===== src/rtl/ccta_driver.sv =====
// Streams buffered operand triples into the combinational CCTA block, holds each
// one for a settle window, samples q and hands it downstream over valid/ready.
module ccta_driver #(
    parameter int DEPTH = 4,
    parameter int HOLD  = 2
) (
    input  logic       clk,
    input  logic       rst,
    input  logic       in_valid,
    output logic       in_ready,
    input  logic [3:0] in_a,
    input  logic [3:0] in_b,
    input  logic [3:0] in_c,
    input  logic       in_ctrl,
    output logic [3:0] ccta_a,
    output logic [3:0] ccta_b,
    output logic [3:0] ccta_c,
    output logic       ccta_ctrl,
    input  logic [4:0] ccta_q,
    output logic       res_valid,
    input  logic       res_ready,
    output logic [4:0] res_q,
    output logic       res_ctrl,
    output logic       busy
);
    localparam int AW = $clog2(DEPTH);
    localparam int CW = $clog2(DEPTH + 1);
    localparam int HW = (HOLD > 1) ? $clog2(HOLD) : 1;

    localparam logic [1:0] IDLE   = 2'd0;
    localparam logic [1:0] APPLY  = 2'd1;
    localparam logic [1:0] OUTPUT = 2'd2;

    logic [12:0]   mem [DEPTH];
    logic [AW-1:0] wrPtrQ, wrPtrD, rdPtrQ, rdPtrD;
    logic [CW-1:0] countQ, countD;
    logic [1:0]    stateQ, stateD;
    logic [HW-1:0] holdQ, holdD;
    logic [12:0]   driveQ, driveD;
    logic [4:0]    resDataQ, resDataD;
    logic          resCtrlQ, resCtrlD;
    logic          resValidQ, resValidD;
    logic          push, pop;

    assign in_ready = (countQ != CW'(DEPTH));
    assign push     = in_valid && in_ready;

    always_ff @(posedge clk) begin
        if (push) begin
            mem[wrPtrQ] <= {in_ctrl, in_a, in_b, in_c};
        end
    end

    // Popping straight from OUTPUT into the drive registers avoids an idle bubble.
    always_comb begin
        stateD    = stateQ;
        holdD     = holdQ;
        driveD    = driveQ;
        resDataD  = resDataQ;
        resCtrlD  = resCtrlQ;
        resValidD = resValidQ;
        pop       = 1'b0;
        case (stateQ)
            IDLE: begin
                if (countQ != '0) begin
                    pop    = 1'b1;
                    driveD = mem[rdPtrQ];
                    holdD  = HW'(HOLD - 1);
                    stateD = APPLY;
                end
            end
            APPLY: begin
                if (holdQ == '0) begin
                    resDataD  = ccta_q;
                    resCtrlD  = driveQ[12];
                    resValidD = 1'b1;
                    stateD    = OUTPUT;
                end else begin
                    holdD = holdQ - HW'(1);
                end
            end
            OUTPUT: begin
                if (resValidQ && res_ready) begin
                    resValidD = 1'b0;
                    if (countQ != '0) begin
                        pop    = 1'b1;
                        driveD = mem[rdPtrQ];
                        holdD  = HW'(HOLD - 1);
                        stateD = APPLY;
                    end else begin
                        stateD = IDLE;
                    end
                end
            end
            default: stateD = IDLE;
        endcase
    end

    always_comb begin
        wrPtrD = wrPtrQ + AW'(push);
        rdPtrD = rdPtrQ + AW'(pop);
        countD = countQ + CW'(push) - CW'(pop);
    end

    always_ff @(posedge clk or posedge rst) begin
        if (rst) begin
            stateQ    <= IDLE;
            wrPtrQ    <= '0;
            rdPtrQ    <= '0;
            countQ    <= '0;
            holdQ     <= '0;
            driveQ    <= '0;
            resDataQ  <= '0;
            resCtrlQ  <= 1'b0;
            resValidQ <= 1'b0;
        end else begin
            stateQ    <= stateD;
            wrPtrQ    <= wrPtrD;
            rdPtrQ    <= rdPtrD;
            countQ    <= countD;
            holdQ     <= holdD;
            driveQ    <= driveD;
            resDataQ  <= resDataD;
            resCtrlQ  <= resCtrlD;
            resValidQ <= resValidD;
        end
    end

    assign ccta_ctrl = driveQ[12];
    assign ccta_a    = driveQ[11:8];
    assign ccta_b    = driveQ[7:4];
    assign ccta_c    = driveQ[3:0];
    assign res_q     = resDataQ;
    assign res_ctrl  = resCtrlQ;
    assign res_valid = resValidQ;
    assign busy      = (stateQ != IDLE);
endmodule


===== config.mk =====
export PLATFORM = sky130hd
export DESIGN_NAME = ccta_driver
export DESIGN_NICKNAME = d
export VERILOG_FILES = /design/src/rtl/ccta_driver.sv
export SDC_FILE = /design/constraint.sdc
export NUM_CORES = 1
export LEC_CHECK = 0
export ABC_AREA = 1
export BUFFER_PORTS_ARGS = -buffer_cell sky130_fd_sc_hd__buf_2
export CAP_MARGIN = 15
export CELL_PAD_IN_SITES_DETAIL_PLACEMENT = 1
export CELL_PAD_IN_SITES_GLOBAL_PLACEMENT = 1
export CORE_UTILIZATION = 47
export CTS_CLUSTER_DIAMETER = 120
export DETAILED_ROUTE_END_ITERATION = 6
export GPL_TIMING_DRIVEN = 0
export PLACE_DENSITY = 0.85
export SYNTH_ARGS = -nofsm -noshare
export SYNTH_HDL_FRONTEND = slang
export SYNTH_SLANG_ARGS = --single-unit

===== constraint.sdc =====
create_clock -name clk -period 4.56 [get_ports clk]
set_input_delay 0.228 -clock clk [delete_from_list [all_inputs] [get_ports clk]]
set_output_delay 0.228 -clock clk [all_outputs]
set_load 0.01 [all_outputs]

==> reports/metrics.cfg, run 1 <==
[clock_tree]
cts.clk_slew.worst_paths_ns = 0.08
cts_setup_buffers = 0
root_buffer = clkbuf_8
numCtsBuffers = 9
cts_tree = built
htree_levels = 3
clock_latency_ns = 0.35
clock_sinks = 82
clk_path_buf_depth = 2

[timing]
relSlewSlack_pct = 54.7
hold_viol_final = 0
fin_crit_ns = 2.05
grt_setup_unrepaired = false
finClkSkew_ns = 0.0102
setup_viol = 0
setup_tns_ns = 0
worstMarginPinSlew_ns = 0.675
max_freq_ghz = 0.488
period_share_pct = 45.0
maxSlewViolCount = 0

[place]
placed_cells = 476
gp_congestion = 0.728
port_buffers = 43
place_hpwl_mm = 5.54

[floorplan]
rows = 30
start_util_pct = 49.5
die_y_um = 87.3
dieArea_um2 = 7610
pin_count = 44
core_area_um2 = 6910
die_w_um = 87.3

[global_route]
grt_pass1_wl_mm = 12.7
grt_pass1_vias = 2554
grt_usage_pct = 22.8
grt_overflow_total = 0
antenna_found_initial = 0
grt_max_degree = 31

[pwr]
p_total_mw = 2.81
irDropWorstVdd_uv = 281
powerDensity_nw_per_um2 = 696
leakage_nw = 1.92

[yosys]
yosysUniqueCellTypes = 24
ys_warn_count = 0
synth_top_area_share_pct = 45.7
ys_seq_area_share_pct = 67.7
synth_area_leaders = edfxtp_1 (46%), dfrtp_1 (22%), nand2_1 (17%)
syn_avg_cell_area_um2 = 10.3
synth_seq_cells = 82
syn_nets = 358
syn_inst = 333
synth_area_um2 = 3420
synth_top_area_cell = edfxtp_1

[detailed_routing]
via_per_inst = 4.87
wl_mm = 7.85
initialDrtViolationCount = 67
first_pass_iters = 4
ant_nets = 0
wire_per_inst_um = 15.9
drc_errors = 0
via_count = 2404

[worst_setup_path]
start_kind = flip-flop
arrival_ns = 2.29
path_max_fanout = 6
crit_type = flip-flop to flip-flop
required_ns = 4.80
end_kind = flip-flop

[finish]
nets = 418
diodes = 0
final_util_pct = 58.5
final.fill_count = 818
area_growth_pct = 18.3
drive_above_1_share_pct = 22.1
layout.cells.non_filler = 494

[worst_hold_path]
worstHoldPathType = input pin to flip-flop

[run_status]
outcome = completed

[run]
cap_violations = 0

-- stage by stage --
| step | setup WS [ns] | area [um2] | hold WS, ns |
|---|---|---|---|
| detailed placement | 2.55 | 3820 | 0.448 |
| floorplan | 2.52 | 3420 | 0.319 |
| global route | 2.37 | 4040 | 0.0741 |
| finish | 2.51 | 4040 | 0.0887 |
| CTS | 2.54 | 4000 | 0.0804 |
| global placement | 1.84 | 3750 | 0.438 |
-- cell usage after synthesis --
cell type  count
nand3_1        7
a21oi_2        1
a21oi_1        1
nand3_4        1
buf_4          2
inv_2          4
nand4_1        2
nand2_2        3
o21ai_0        2
buf_6          3
ha_1           2
nor3_1         4
o31ai_1        1
edfxtp_1      52
xor2_1         2
nor2_4         2
buf_2          6
nor2_1        26
inv_1         22
dfrtp_1       30
nand2_4        1
fa_1           1
xnor2_1        1
nand2_1      157
-- flip-flops by register name, indices dropped and copies added, names as in the netlist --
signal,count
rdPtrQ,2
stateQ,2
countQ,3
res_valid,1
driveQ,13
res_ctrl,1
wrPtrQ,2
res_q,5
holdQ,1
mem,52
-- layout by cell type, fill, tap and decap left out, types with 3 or more instances in the layout --
master / netlist / layout
nand2_1: 157 / 157
nand2_2: 3 / 3
nor3_2: 0 / 4
dfrtp_1: 30 / 30
clkbuf_8: 0 / 9
nand3_1: 7 / 7
inv_2: 4 / 4
edfxtp_1: 52 / 52
inv_1: 22 / 22
buf_6: 3 / 7
nor2_1: 26 / 26
buf_2: 6 / 49
-- per-layer routing --
| layer | global-route usage (%) | share of wire, % | vias to the layer above |
|---|---|---|---|
| met1 | 27.2 | 42 | 1152 |
| li1 | - | - | 1171 |
| met3 | 4.64 | 4.2 | 18 |
| met2 | 39.8 | 51 | 63 |
| met5 | 0 | 0 | - |
| met4 | 10.1 | 2.9 | 0 |
-- critical path, cell delays in order (launching register included) --
cell	delay, ns
dfrtp_1	0.44
inv_2	0.13
nand3_1	0.09
nand2_1	0.24
inv_1	0.11
nand2_1	0.08
nand2_1	0.05
ha_1	0.19
fa_1	0.41
xor2_1	0.17
-- worst paths after layout --
kind | from | to | slack (ns) | depth (start not counted)
worst max-delay path | countQ[1] | countQ[2] | 2.51 | 9
worst min-delay path | in_a[1] | mem[3][9] | 0.09 | 1
worst max register to register | countQ[1] | countQ[2] | 2.51 | 9
worst min register to register | res_q[3] | res_q[3] | 0.48 | 2
max in group asynchronous | rst | driveQ[5] | 3.62 | 4
min in group asynchronous | rst | countQ[2] | 0.45 | 3
-- power by group --
group | total (mW) | switching, mW | internal, mW
Clock | 0.505 | 0.253 | 0.252
Combinational | 1.15 | 0.755 | 0.398
Sequential | 1.15 | 0.121 | 1.03
Total | 2.81 | 1.13 | 1.68
-- final cells by class --
cell class | count | area (um2) | area share (%)
sequential | 82 | 2310 | 57.2
buffer | 11 | 78.8 | 1.95
inverter | 26 | 97.6 | 2.42
clock inverter | 5 | 55.1 | 1.36
clock buffer | 11 | 131 | 3.25
tap | 96 | 120 | 2.97
timing repair buffer | 49 | 298 | 7.37
multi-input combinational | 214 | 947 | 23.4
-- logic make-up after synthesis --
kind of cell             after synthesis  synth area share [%]
adder cells (fa/ha/maj)                3                  1.32
AND/OR/NAND/NOR                      203                  24.1
AO/OA/AOI/OAI                          5                 0.916
flip-flops                            82                  67.7
XOR/XNOR                               3                 0.769
buffers and inverters                 37                  5.16
-- repair_timing --
item	CTS	global route
hold buffers	0	1
resized for setup	0	0
endpoints found under the hold margin	0	10
Power figures use the tool's default switching activity.
==> run 2, diff against run 1 <==
--- a/config.mk
+++ b/config.mk
@@ -5,7 +5,7 @@
 export SDC_FILE = /design/constraint.sdc
 export NUM_CORES = 1
 export LEC_CHECK = 0
-export ABC_AREA = 1
+export ABC_AREA = 0
 export BUFFER_PORTS_ARGS = -buffer_cell sky130_fd_sc_hd__buf_2
 export CAP_MARGIN = 15
 export CELL_PAD_IN_SITES_DETAIL_PLACEMENT = 1
@@ -14,7 +14,7 @@
 export CTS_CLUSTER_DIAMETER = 120
 export DETAILED_ROUTE_END_ITERATION = 6
 export GPL_TIMING_DRIVEN = 0
-export PLACE_DENSITY = 0.85
+export PLACE_DENSITY = 0.79
 export SYNTH_ARGS = -nofsm -noshare
 export SYNTH_HDL_FRONTEND = slang
 export SYNTH_SLANG_ARGS = --single-unit
==> constraint.sdc (replaced) <==
create_clock -name clk -period 2.05 [get_ports clk]
set_input_delay 0.1025 -clock clk [delete_from_list [all_inputs] [get_ports clk]]
set_output_delay 0.1025 -clock clk [all_outputs]
set_load 0.01 [all_outputs]
==> reports/metrics.cfg, run 2 <==
[worst_setup_path]
crit_path_cell_trace = or3b_2, nand2_4, xnor2_1, ha_2, fa_2, xnor2_1, xnor2_1
cp_slowest_cell = or3b_2
crit_top_cell = xnor2_1
max_stage_delay_ns = 0.53
required_ns = 2.31
crit_type = flip-flop to flip-flop
arrival_ns = 2.34
end_kind = flip-flop
path_max_fanout = 5
start_kind = flip-flop

[run]
cap_violations = 0

[worst_hold_path]
worstHoldPathType = input pin to flip-flop

[detailed_routing]
first_pass_iters = 6
wl_mm = 6.06
drc_errors = 8
via_count = 1694
ant_nets = 0
via_per_inst = 5.34
wire_per_inst_um = 19.1
initialDrtViolationCount = 106

[pwr]
leakage_nw = 1.57
p_clk_share_pct = 18.1
sw_frac_of_total_pct = 30.9
p_total_mw = 5.99
pwr-share-comb_pct = 38.1
irDropWorstVdd_uv = 618
internal_power_mw = 4.14
pwr-share-seq_pct = 43.8
switching_power_mw = 1.85
powerDensity_nw_per_um2 = 1510

[yosys]
ys_seq_area_share_pct = 72.9
synth_common_cells = edfxtp_1 (52), dfrtp_1 (30), mux2_2 (14)
syn_inst = 154
syn_nets = 179
yosys_most_used_dff = edfxtp_1
synth_area_um2 = 3170
synth_most_common_cell = edfxtp_1
async_flop_share_pct = 36.6
ys_warn_count = 0
synth_top_area_cell = edfxtp_1
synth_seq_cells = 82
synth_top_area_share_pct = 49.2
synth_edf_count = 52
syn_avg_cell_area_um2 = 20.6
yosysUniqueCellTypes = 30
synth_area_leaders = edfxtp_1 (49%), dfrtp_1 (24%), mux4_2 (5.7%)

[timing]
worstMarginPinSlew_ns = 1.13
finClkSkew_ns = 0.0127
maxSlewViolCount = 0
worst_slack_ns = -0.0272
hold_viol_final = 0
relSlewSlack_pct = 24.1
hold_ws_ns = 0.0362
max_freq_ghz = 0.481
fin_crit_ns = 2.08
grt_setup_unrepaired = true
period_share_pct = 101
setup_tns_ns = -0.0272
setup_viol = 1

[finish]
final_util_pct = 61.8
diodes = 0
layout_commonest_cell = edfxtp_1
most-common-layout-cells = edfxtp_1 (52), buf_2 (43), dfrtp_1 (30)
top_register = mem
layout.cells.non_filler = 317
nets = 260
area_growth_pct = 25.2
largest_register_ffs = 52
drive_above_1_share_pct = 44.2
final_area_um2 = 3970

[run_status]
outcome = finished, violations left
failed_checks = DRC, setup timing

[place]
dpl_cell_area_um2 = 3520
placed_cells = 275
place_hpwl_mm = 3.90
gp_congestion = 0.666
port_buffers = 43
dp_slack_ns = -0.373

[clock_tree]
clock_sinks = 82
cts.clk_slew.worst_paths_ns = 0.07
root_buffer = clkbuf_8
clk_path_buf_depth = 2
cts_tree = built
clock_latency_ns = 0.34
numCtsBuffers = 9
htree_levels = 3

[floorplan]
pin_count = 44
dieArea_um2 = 7080
core_area_um2 = 6420
start_util_pct = 49.4
die_w_um = 84.2
rows = 29
die_y_um = 84.2

[global_route]
grt_overflow_total = 0
grt_pass1_vias = 1805
grt_pass1_wl_mm = 9.47
antenna_found_initial = 0
grt_max_degree = 31
grt_usage_pct = 18.6

==> run 2: logic make-up (layout without fill, tap and decap cells) <==
family / count (synthesis) / count (layout) / synth area share (%)
AOI/OAI and AO/OA: 5 / 5 / 1.50
xor gates and xnor gates: 6 / 6 / 1.66
adders and majority gates: 3 / 3 / 1.42
buffers and inverters: 9 / 95 / 2.05
DFF: 82 / 82 / 72.9
muxes: 32 / 32 / 17.2
and+or+nand+nor: 17 / 17 / 3.35
==> run 2: critical path, delay by kind of cell (launching register included) <==
| kind | cells | cell delay (ns) |
|---|---|---|
| flip-flops | 1 | 0.41 |
| XOR/XNOR | 3 | 0.39 |
| adder cells (fa/ha/maj) | 2 | 0.55 |
| AND/OR/NAND/NOR | 2 | 0.67 |
==> run 2: final cells by class <==
cell class	count	area, um2
buffer	4	46.3
clock buffer	12	135
clock inverter	4	43.8
fill	548	2450
inverter	5	18.8
multi-input combinational	63	832
sequential	82	2310
tap	77	96.3
timing repair buffer	70	487
==> run 2: power groups by stage <==
stage / Combinational [mW] / Sequential (mW) / Clock [mW]
6_report: 2.28 / 2.62 / 1.08
3_5_place_dp: 2.13 / 2.65 / 0
2_1_floorplan: 1.43 / 2.67 / 0
3_3_place_gp: 2.01 / 2.59 / 0
5_1_grt: 2.48 / 2.68 / 1.17
4_1_cts: 2.21 / 2.63 / 1.11
==> run 2: metal layers <==
layer / GRT usage [%] / part of all wire [%]
met5: 0 / 0
met4: 9.40 / 0.97
met3: 3.44 / 3.8
met2: 31.8 / 54
met1: 22.8 / 41
==> run 2: worst paths after layout <==
kind / depth (start not counted) / slack, ns / startpoint / to
max: 7 / -0.03 / countQ[1] / countQ[2]
min: 2 / 0.04 / ccta_q[0] / res_q[0]
max reg2reg: 7 / -0.03 / countQ[1] / countQ[2]
min reg2reg: 1 / 0.50 / driveQ[3] / driveQ[3]
max in group asynchronous: 4 / 1.14 / rst / rdPtrQ[1]
min in group asynchronous: 3 / 0.39 / rst / driveQ[11]
==> run 2: what timing repair did <==
item / CTS / global route
resized for setup: 3 / 0
endpoints found under the hold margin: 56 / 13
endpoints found under the setup margin: 28 / 15
pin swaps: 2 / 1
buffers inserted: 1 / 6
gates cloned: 0 / 0
hold buffers: 17 / 1
==> run 3, diff against run 2 <==
==> constraint.sdc (replaced) <==
create_clock -name clk -period 2.05 [get_ports clk]
set_input_delay 0.205 -clock clk [delete_from_list [all_inputs] [get_ports clk]]
set_output_delay 0.205 -clock clk [all_outputs]
set_load 0.01 [all_outputs]
==> reports/metrics.cfg, run 3 (synthesis results as in run 2) <==
[run_status]
outcome = finished, violations left
failed_checks = DRC, setup timing

[clock_tree]
htree_levels = 3
cts.clk_slew.worst_paths_ns = 0.08
root_buffer = clkbuf_8
cts_tree = built
clock_latency_ns = 0.34
clk_path_buf_depth = 2
clock_sinks = 82
numCtsBuffers = 9

[pwr]
irDropWorstVdd_uv = 609
p_total_mw = 5.96
pwr-share-comb_pct = 37.8
p_clk_share_pct = 18.2
pwr-share-seq_pct = 44.0
sw_frac_of_total_pct = 31.0
leakage_nw = 1.50
switching_power_mw = 1.85
powerDensity_nw_per_um2 = 1570
internal_power_mw = 4.12

[timing]
finClkSkew_ns = 0.0120
grt_setup_unrepaired = true
worst_slack_ns = -0.0223
relSlewSlack_pct = 24.1
period_share_pct = 101
maxSlewViolCount = 0
setup_viol = 1
worstMarginPinSlew_ns = 1.13
max_freq_ghz = 0.483
fin_crit_ns = 2.07
hold_viol_final = 0

[finish]
drive_above_1_share_pct = 47.5
final_util_pct = 59.2
layout.cells.non_filler = 300
nets = 243
diodes = 0
most-common-layout-cells = edfxtp_1 (52), buf_2 (43), dfrtp_1 (30)
area_growth_pct = 19.8
largest_register_ffs = 52
top_register = mem
layout_commonest_cell = edfxtp_1

[floorplan]
dieArea_um2 = 7080
rows = 29
start_util_pct = 49.4
die_w_um = 84.2
die_y_um = 84.2
core_area_um2 = 6420
pin_count = 44

[place]
placed_cells = 275
place_hpwl_mm = 3.90
gp_congestion = 0.666
port_buffers = 43

[detailed_routing]
wl_mm = 5.89
via_per_inst = 5.44
wire_per_inst_um = 19.6
ant_nets = 0
first_pass_iters = 6
initialDrtViolationCount = 130
drc_errors = 8
via_count = 1631

[global_route]
grt_pass1_wl_mm = 9.10
grt_max_degree = 31
grt_usage_pct = 18.0
grt_pass1_vias = 1714
antenna_found_initial = 0
grt_overflow_total = 0

[worst_setup_path]
end_kind = flip-flop
crit_top_cell = xnor2_1
crit_path_cell_trace = or3b_2, nand2_4, xnor2_1, ha_2, fa_2, xnor2_1, xnor2_1
path_max_fanout = 5
crit_type = flip-flop to flip-flop
crit_family = simple AND/OR/NAND/NOR gates
cp_slowest_cell = or3b_2
max_stage_delay_ns = 0.53
path_buf_inv = 0
start_kind = flip-flop
required_ns = 2.32
arrival_ns = 2.34

[run]
cap_violations = 0

[worst_hold_path]
worstHoldPathType = input pin to flip-flop

run 3: power by group through the flow:
stage | clock [mW] | sequential, mW | combinational [mW]
2_1_floorplan | 0 | 2.67 | 1.43
3_3_place_gp | 0 | 2.59 | 2.01
3_5_place_dp | 0 | 2.65 | 2.13
4_1_cts | 1.11 | 2.63 | 2.19
5_1_grt | 1.17 | 2.68 | 2.45
6_report | 1.09 | 2.62 | 2.25
run 3: final timing paths:
path	from	endpoint	slack, ns	cells after the start
worst max-delay path	countQ[1]	countQ[2]	-0.02	7
worst min-delay path	in_a[2]	mem[2][10]	0.08	1
worst max register to register	countQ[1]	countQ[2]	-0.02	7
worst min register to register	driveQ[3]	driveQ[3]	0.51	1
max in group asynchronous	rst	rdPtrQ[1]	1.10	4
min in group asynchronous	rst	driveQ[1]	0.46	3
run 3: layer usage:
metal  share of wire, %  wire length [um]  GRT usage, %
met1                 42              2500          22.3
met2                 53              3110          30.4
met3                2.5               148          3.54
met4                2.1               124          9.40
met5                  0                 0             0
run 3: final cells by class:
type / count / area (um2)
buffer: 4 / 46.3
clock buffer: 12 / 135
clock inverter: 4 / 43.8
fill: 555 / 2620
inverter: 5 / 18.8
multi-input combinational: 63 / 832
sequential: 82 / 2310
tap: 77 / 96.3
timing repair buffer: 53 / 317
run 3: stage by stage:
| step | setup TNS, ns | hold WS, ns | setup WS [ns] | area [um2] |
|---|---|---|---|---|
| after floorplan | -0.284 | 0.296 | -0.0374 | 3190 |
| after global placement | -8.57 | 0.414 | -0.608 | 3500 |
| after detailed placement | -2.74 | 0.426 | -0.373 | 3520 |
| after CTS | -0.687 | 0.0599 | -0.0548 | 3720 |
| after global routing | -1.60 | 0.0588 | -0.121 | 3800 |
| final | -0.0223 | 0.0760 | -0.0223 | 3800 |
run 3: repair_timing:
action                                  4_1_cts  5_1_grt
endpoints found under the hold margin         0       10
endpoints found under the setup margin       28       15
pin swaps                                     2        1
buffers inserted                              1        6
resized for setup                             3        0
hold buffers                                  0        1
gates cloned                                  0        0
